### src/rtl/pid_mux_sched_if.sv
// Shared-multiplier bus between the PI scheduler (master) and an external
// combinational Q4.28 multiplier (slave).
interface pid_mux_sched_if;
  logic [31:0] mul_a;
  logic [31:0] mul_b;
  logic [31:0] mul_p;

  modport master (output mul_a, output mul_b, input mul_p);
  modport slave  (input mul_a, input mul_b, output mul_p);
endinterface

### src/rtl/pid_mux_sched.sv
// Time-shared PI controller: NCH channels updated in sequence through one
// external Q4.28 multiplier, four cycles per channel.
module pid_mux_sched #(
  parameter int          NCH  = 4,
  parameter logic [31:0] KP   = 32'h1000_0000,
  parameter logic [31:0] KI   = 32'h1000_0000,
  parameter logic [31:0] VMIN = 32'h0010_0000,
  parameter logic [31:0] VMAX = 32'h4000_0000
) (
  input  logic              clk,
  input  logic              rst,
  input  logic              start,
  input  logic [NCH*32-1:0] xref,
  input  logic [NCH*32-1:0] xf,
  pid_mux_sched_if.master   mul,
  output logic              busy,
  output logic              done,
  output logic [NCH*32-1:0] vc
);

  localparam int CW = (NCH > 1) ? $clog2(NCH) : 1;

  typedef enum logic [2:0] {
    S_IDLE, S_ERR, S_MUL_P, S_MUL_I, S_ACC, S_DONE
  } state_t;

  state_t          r_state;
  logic [CW-1:0]   r_ch;
  logic [31:0]     r_e;
  logic [31:0]     r_p;
  logic [31:0]     r_i;
  logic [31:0]     r_xref_s [NCH];
  logic [31:0]     r_xf_s   [NCH];
  logic [31:0]     r_vint   [NCH];
  logic [31:0]     r_vc     [NCH];
  logic [NCH-1:0]  r_clamp;
  logic [31:0]     r_mul_a;
  logic [31:0]     r_mul_b;
  logic            r_busy;
  logic            r_done;

  logic [31:0]     w_e;
  logic [31:0]     w_vintNew;
  logic [31:0]     w_vcont;
  logic [31:0]     w_vcSat;
  logic            w_clampNext;
  logic            w_lastCh;

  assign w_e      = r_xref_s[r_ch] - r_xf_s[r_ch];
  assign w_lastCh = (r_ch == CW'(NCH - 1));

  always_comb begin
    w_vintNew = r_vint[r_ch] + r_i;
    w_vcont   = w_vintNew + r_p;
    w_vcSat   = w_vcont;
    if ($signed(w_vcont) >= $signed(VMAX))
      w_vcSat = VMAX;
    else if ($signed(w_vcont) <= $signed(VMIN))
      w_vcSat = VMIN;
    w_clampNext = ($signed(w_vcSat) > $signed(VMIN)) &&
                  ($signed(w_vcSat) < $signed(VMAX));
  end

  // Operands are registered one state ahead so they are stable for the
  // whole MUL_P / MUL_I cycle in which the product is captured.
  always_ff @(posedge clk) begin
    if (rst) begin
      r_state <= S_IDLE;
      r_ch    <= '0;
      r_e     <= '0;
      r_p     <= '0;
      r_i     <= '0;
      r_clamp <= '1;
      r_mul_a <= '0;
      r_mul_b <= '0;
      r_busy  <= 1'b0;
      r_done  <= 1'b0;
      for (int k = 0; k < NCH; k++) begin
        r_vint[k] <= '0;
        r_vc[k]   <= VMIN;
      end
    end else begin
      case (r_state)
        S_IDLE: begin
          if (start) begin
            for (int k = 0; k < NCH; k++) begin
              r_xref_s[k] <= xref[32*k +: 32];
              r_xf_s[k]   <= xf[32*k +: 32];
            end
            r_ch    <= '0;
            r_busy  <= 1'b1;
            r_state <= S_ERR;
          end
        end
        S_ERR: begin
          r_e     <= w_e;
          r_mul_a <= KP;
          r_mul_b <= w_e;
          r_state <= S_MUL_P;
        end
        S_MUL_P: begin
          r_p     <= mul.mul_p;
          r_mul_a <= r_clamp[r_ch] ? KI : 32'h0;
          r_mul_b <= r_e;
          r_state <= S_MUL_I;
        end
        S_MUL_I: begin
          r_i     <= mul.mul_p;
          r_mul_a <= '0;
          r_mul_b <= '0;
          r_state <= S_ACC;
        end
        S_ACC: begin
          r_vint[r_ch]  <= w_vintNew;
          r_vc[r_ch]    <= w_vcSat;
          r_clamp[r_ch] <= w_clampNext;
          if (w_lastCh) begin
            r_done  <= 1'b1;
            r_state <= S_DONE;
          end else begin
            r_ch    <= r_ch + 1'b1;
            r_state <= S_ERR;
          end
        end
        S_DONE: begin
          r_done  <= 1'b0;
          r_busy  <= 1'b0;
          r_state <= S_IDLE;
        end
        default: r_state <= S_IDLE;
      endcase
    end
  end

  assign mul.mul_a = r_mul_a;
  assign mul.mul_b = r_mul_b;
  assign busy      = r_busy;
  assign done      = r_done;

  for (genvar k = 0; k < NCH; k++) begin : g_vc
    assign vc[32*k +: 32] = r_vc[k];
  end

endmodule

### src/flat_wrapper.sv
// flat-port wrapper written by rule: the top's interface ports become plain ports
module pid_mux_sched_flat 
#(
  parameter int          NCH  = 4,
  parameter logic [31:0] KP   = 32'h1000_0000,
  parameter logic [31:0] KI   = 32'h1000_0000,
  parameter logic [31:0] VMIN = 32'h0010_0000,
  parameter logic [31:0] VMAX = 32'h4000_0000
)
  (clk, rst, start, xref, xf, busy, done, vc, mul_mul_a, mul_mul_b, mul_mul_p);
  pid_mux_sched_if mul_i ();
  input  logic clk;
  input  logic rst;
  input  logic start;
  input  logic [NCH*32-1:0] xref;
  input  logic [NCH*32-1:0] xf;
  output logic busy;
  output logic done;
  output logic [NCH*32-1:0] vc;
  output wire logic [$bits(mul_i.mul_a)-1:0] mul_mul_a;
  output wire logic [$bits(mul_i.mul_b)-1:0] mul_mul_b;
  input wire logic [$bits(mul_i.mul_p)-1:0] mul_mul_p;
  assign mul_mul_a = mul_i.mul_a;
  assign mul_mul_b = mul_i.mul_b;
  assign mul_i.mul_p = mul_mul_p;
  pid_mux_sched #(.NCH(NCH), .KP(KP), .KI(KI), .VMIN(VMIN), .VMAX(VMAX)) u_core (.clk(clk), .rst(rst), .start(start), .xref(xref), .xf(xf), .mul(mul_i), .busy(busy), .done(done), .vc(vc));
endmodule
### config.mk
export PLATFORM = sky130hd
export DESIGN_NAME = pid_mux_sched_flat
export DESIGN_NICKNAME = d
export VERILOG_FILES = /design/src/rtl/pid_mux_sched_if.sv /design/src/rtl/pid_mux_sched.sv /design/src/flat_wrapper.sv
export SDC_FILE = /design/constraint.sdc
export NUM_CORES = 1
export LEC_CHECK = 0
export CORE_MARGIN = 5
export CORE_UTILIZATION = 30
export CTS_BUF_LIST = sky130_fd_sc_hd__clkbuf_16
export CTS_CLUSTER_DIAMETER = 60
export DETAILED_ROUTE_END_ITERATION = 10
export HOLD_SLACK_MARGIN = 0.05
export SYNTH_ARGS = -nofsm -noshare
export SYNTH_HDL_FRONTEND = slang
export SYNTH_SLANG_ARGS = --single-unit
### constraint.sdc
create_clock -name clk -period 22.4 [get_ports clk]
set_clock_uncertainty 0.05 [all_clocks]
set_input_delay 4.48 -clock clk [delete_from_list [all_inputs] [get_ports clk]]
set_output_delay 4.48 -clock clk [all_outputs]
set_load 0.02 [all_outputs]
==> impl_metrics.toml <==
[global_routing]
grt_pass1_vias = 20700
grt_pass1_wl_mm = 128
track_usage_pct = 15.7
antenna_found_initial = 9
grt-ovfl-total = 0
grt_max_degree = 101

[synth]
yosys_most_used_dff = "edfxtp_1"
syn_inst = 2387
ys_seq_area_share_pct = 61.2
ys_ff_latch = 654
synth_edf_count = 512
ys_async_sr_fraction_pct = 0
ys.warnings.count = 0
syn-cell-area_um2 = 29800
synth.distinct_cells = 79
syn_area_per_cell_um2 = 12.5

[power_and_ir_drop]
leakage_nw = 13.6
power-per-cell-area_nw_per_um2 = 78.4
total_power_w = 0.00299
ir_drop_v = 0.0000620

[route]
routed_wirelength_mm = 86.2
drtIter0Drc = 1574
viasPerCell = 4.88
dr_total_vias = 20400
post_drt_wl_per_cell_um = 20.6
drc = 0
drtPass1Iterations = 5
wl_met2_mm = 42.1
wl_met1_mm = 34.6
top_layer = "met5"
wl_met3_mm = 7.52
ant_nets = 0

[clock_network]
holdBufCountCts = 0
worstSkewPairLatency_ps = 640
clk_path_buf_depth = 3
numClockSinks = 654
cts_resized = 0
htreeDepth = 3
clk_pin_slew_ps = 60
postCtsSetupRepairBufs = 0
numCtsBuffers = 80
tritoncts = "built"
cts-root-buf = "clkbuf_16"

[placement]
place_hpwl_mm = 60.6
gp_congestion = 0.852
io_buffer_count = 453
dp_cells = 4026

[timing]
timing.final.crit_share_pct = 39.1
final_hold_viol_count = 0
finalSetupTns_ps = 0
worstMarginPinSlew_ps = 1070
rsz0062_at_grt = "no"
finalMaxSlewViolations = 0
max_freq_mhz = 114
finalSetupViolCount = 0
post-route-min-period_ps = 8770
fin_hold_ws_ps = 403
slew-limit-headroom_pct = 28.4

[critical_path]
critPathMaxStageDelay_ps = 840
rrSetupSlack_ps = 13630
arrival_ps = 9040
cp-end-kind = "flop"
startpoint_type = "flop"
cp_max_fo = 100
cp_cell_sequence = "buf_4, mux4_2, ha_1, o21a_1, o21ai_1, or3b_1, o31ai_2, and2_1, nand4_1, nor3b_1, xor2_1, inv_1, ha_1, a211oi_1, o211ai_1, a21boi_0, o211ai_1, a21oi_1, o22ai_1, a311o_1, o21ai_4, buf_4, nor4_1"
path_class = "reg2reg"
worst_path_dominant_cell_family = "compound AO/OA/AOI/OAI gates"
worst-path-buf-inv = 3
worstReg2RegEnd = "u_core.r_vc[0][5]"
slowest_stage = "buf_4"
reg2regPathDepth = 23
crit_required_ps = 22680

[layout]
drive_gt1_share_pct = 9.98
syn_to_final_growth_pct = 27.9
final_cells = 4177
layout.nets = 3212

[die]
start_util_pct = 30.2
ioPinCount = 485
die_h_um = 325
core-area_um2 = 98400
die_w_um = 325
num_rows = 115
dieArea_um2 = 106000

[hold_path]
holdPathStages = 2
worstHoldPathType = "reg2reg"
hold_start = "u_core.r_e[11]"
holdPathEnd = "u_core.r_e[11]"

[flow_run]
drv_cap = 0

[run_status]
status = "finished, final reports clean"
-- cell usage after synthesis (41+ instances only) --
library cell	count	share of area (%)
buf_4	41	1.0
nand2_1	261	3.3
dfxtp_1	142	9.6
ha_1	97	4.1
xnor2_1	52	1.5
a21o_1	42	1.1
nor2_1	208	2.6
clkbuf_1	108	1.4
mux4_2	96	7.3
nor3_1	63	1.1
inv_1	104	1.3
a21oi_1	206	3.5
o21ai_0	75	1.3
edfxtp_1	512	52
nor4_1	81	1.7
-- where the power goes --
group / switching [W] / internal, W / total (W)
Clock: 0.000520 / 0.000711 / 0.00123
Sequential: 0.0000216 / 0.00137 / 0.00139
Combinational: 0.000216 / 0.000148 / 0.000364
-- how the worst max path moves through the flow --
stage / from / slack [ps] / endpoint / depth (start not counted)
3_5_place_dp: flop / 13670 / u_core.r_vc[0][4] / 23
2_1_floorplan: rst / 10860 / u_core.r_xf_s[0][0] / 4
6_report: flop / 13630 / u_core.r_vc[0][5] / 23
3_3_place_gp: flop / 13750 / u_core.r_vc[0][5] / 23
5_1_grt: flop / 12850 / u_core.r_vc[0][5] / 24
4_1_cts: flop / 13620 / u_core.r_vc[0][4] / 23
-- per-stage QoR --
stage / setup WS, ps / utilization [%] / instance area, um^2
2_1_floorplan: 10860 / - / 29900
3_5_place_dp: 13670 / 36.1 / 35500
6_report: 13630 / 38.7 / 38100
3_3_place_gp: 13750 / 36.1 / 35500
4_1_cts: 13620 / 38.7 / 38100
5_1_grt: 12850 / 38.7 / 38100
-- placed cells by master, fill, tap and decap left out, types with 7 or more instances in the layout --
master,instances
conb_1,35
and3_1,11
nor2b_1,9
ha_1,97
edfxtp_1,512
inv_1,118
clkinv_2,13
a21o_1,42
or3_1,7
o31ai_1,8
o21ai_0,75
nor2_1,204
nand2b_1,19
o21bai_1,9
a31oi_1,9
nor3_1,63
nand2_1,255
dfxtp_1,140
o211ai_1,9
buf_4,28
inv_6,12
o221a_2,9
nand4_1,15
a211oi_1,15
clkbuf_16,86
xnor2_1,52
clkinv_1,10
mux4_2,96
a21oi_1,206
clkdlybuf4s50_1,452
nor4_1,81
o21a_1,11
nand3_1,13
xor2_1,38
-- sequential cells by signal, indices dropped and copies added, names as in the netlist, named ones only --
register and count:
u_core.r_state 3, u_core.done 1, u_core.busy 1, u_core.r_p 32
u_core.r_ch 2, u_core.r_vc 128, u_core.r_xref_s 128, u_core.r_vint 128
u_core.r_e 32, u_core.mul.mul_b 32, u_core.r_i 32, u_core.mul.mul_a 1
u_core.r_xf_s 128, u_core.r_clamp 4
-- routing by layer --
metal  up-vias  track usage (%)
li1       9692                -
met1      9851             18.9
met2       729             27.2
met3       110             5.22
met4         6             4.13
met5         -                0
-- worst min-delay path: cells and delay by family (launching register included) --
kind	cells	cell delay, ps
AO/OA/AOI/OAI	1	50
flip-flops	1	300
AND/OR/NAND/NOR	1	50
-- logic make-up after synthesis --
| logic type | Yosys count | synth area share (%) |
|---|---|---|
| and+or+nand+nor | 721 | 11.0 |
| DFF | 654 | 61.2 |
| AOI/OAI and AO/OA | 452 | 9.34 |
| buffers and inverters | 268 | 3.97 |
| adders and majority gates | 100 | 4.28 |
| muxes | 100 | 7.40 |
| xor gates and xnor gates | 91 | 2.72 |
| other | 1 | 0.0126 |
-- area by class of cell --
cell class	count	area [um^2]
timing repair buffer	480	4730
multi-input combinational	1499	10600
fill	9533	60400
antenna	5	12.5
clock inverter	60	375
inverter	106	398
tap	1287	1610
sequential	654	18200
clock buffer	86	2150
No activity file was read; power rests on OpenSTA's default activity.
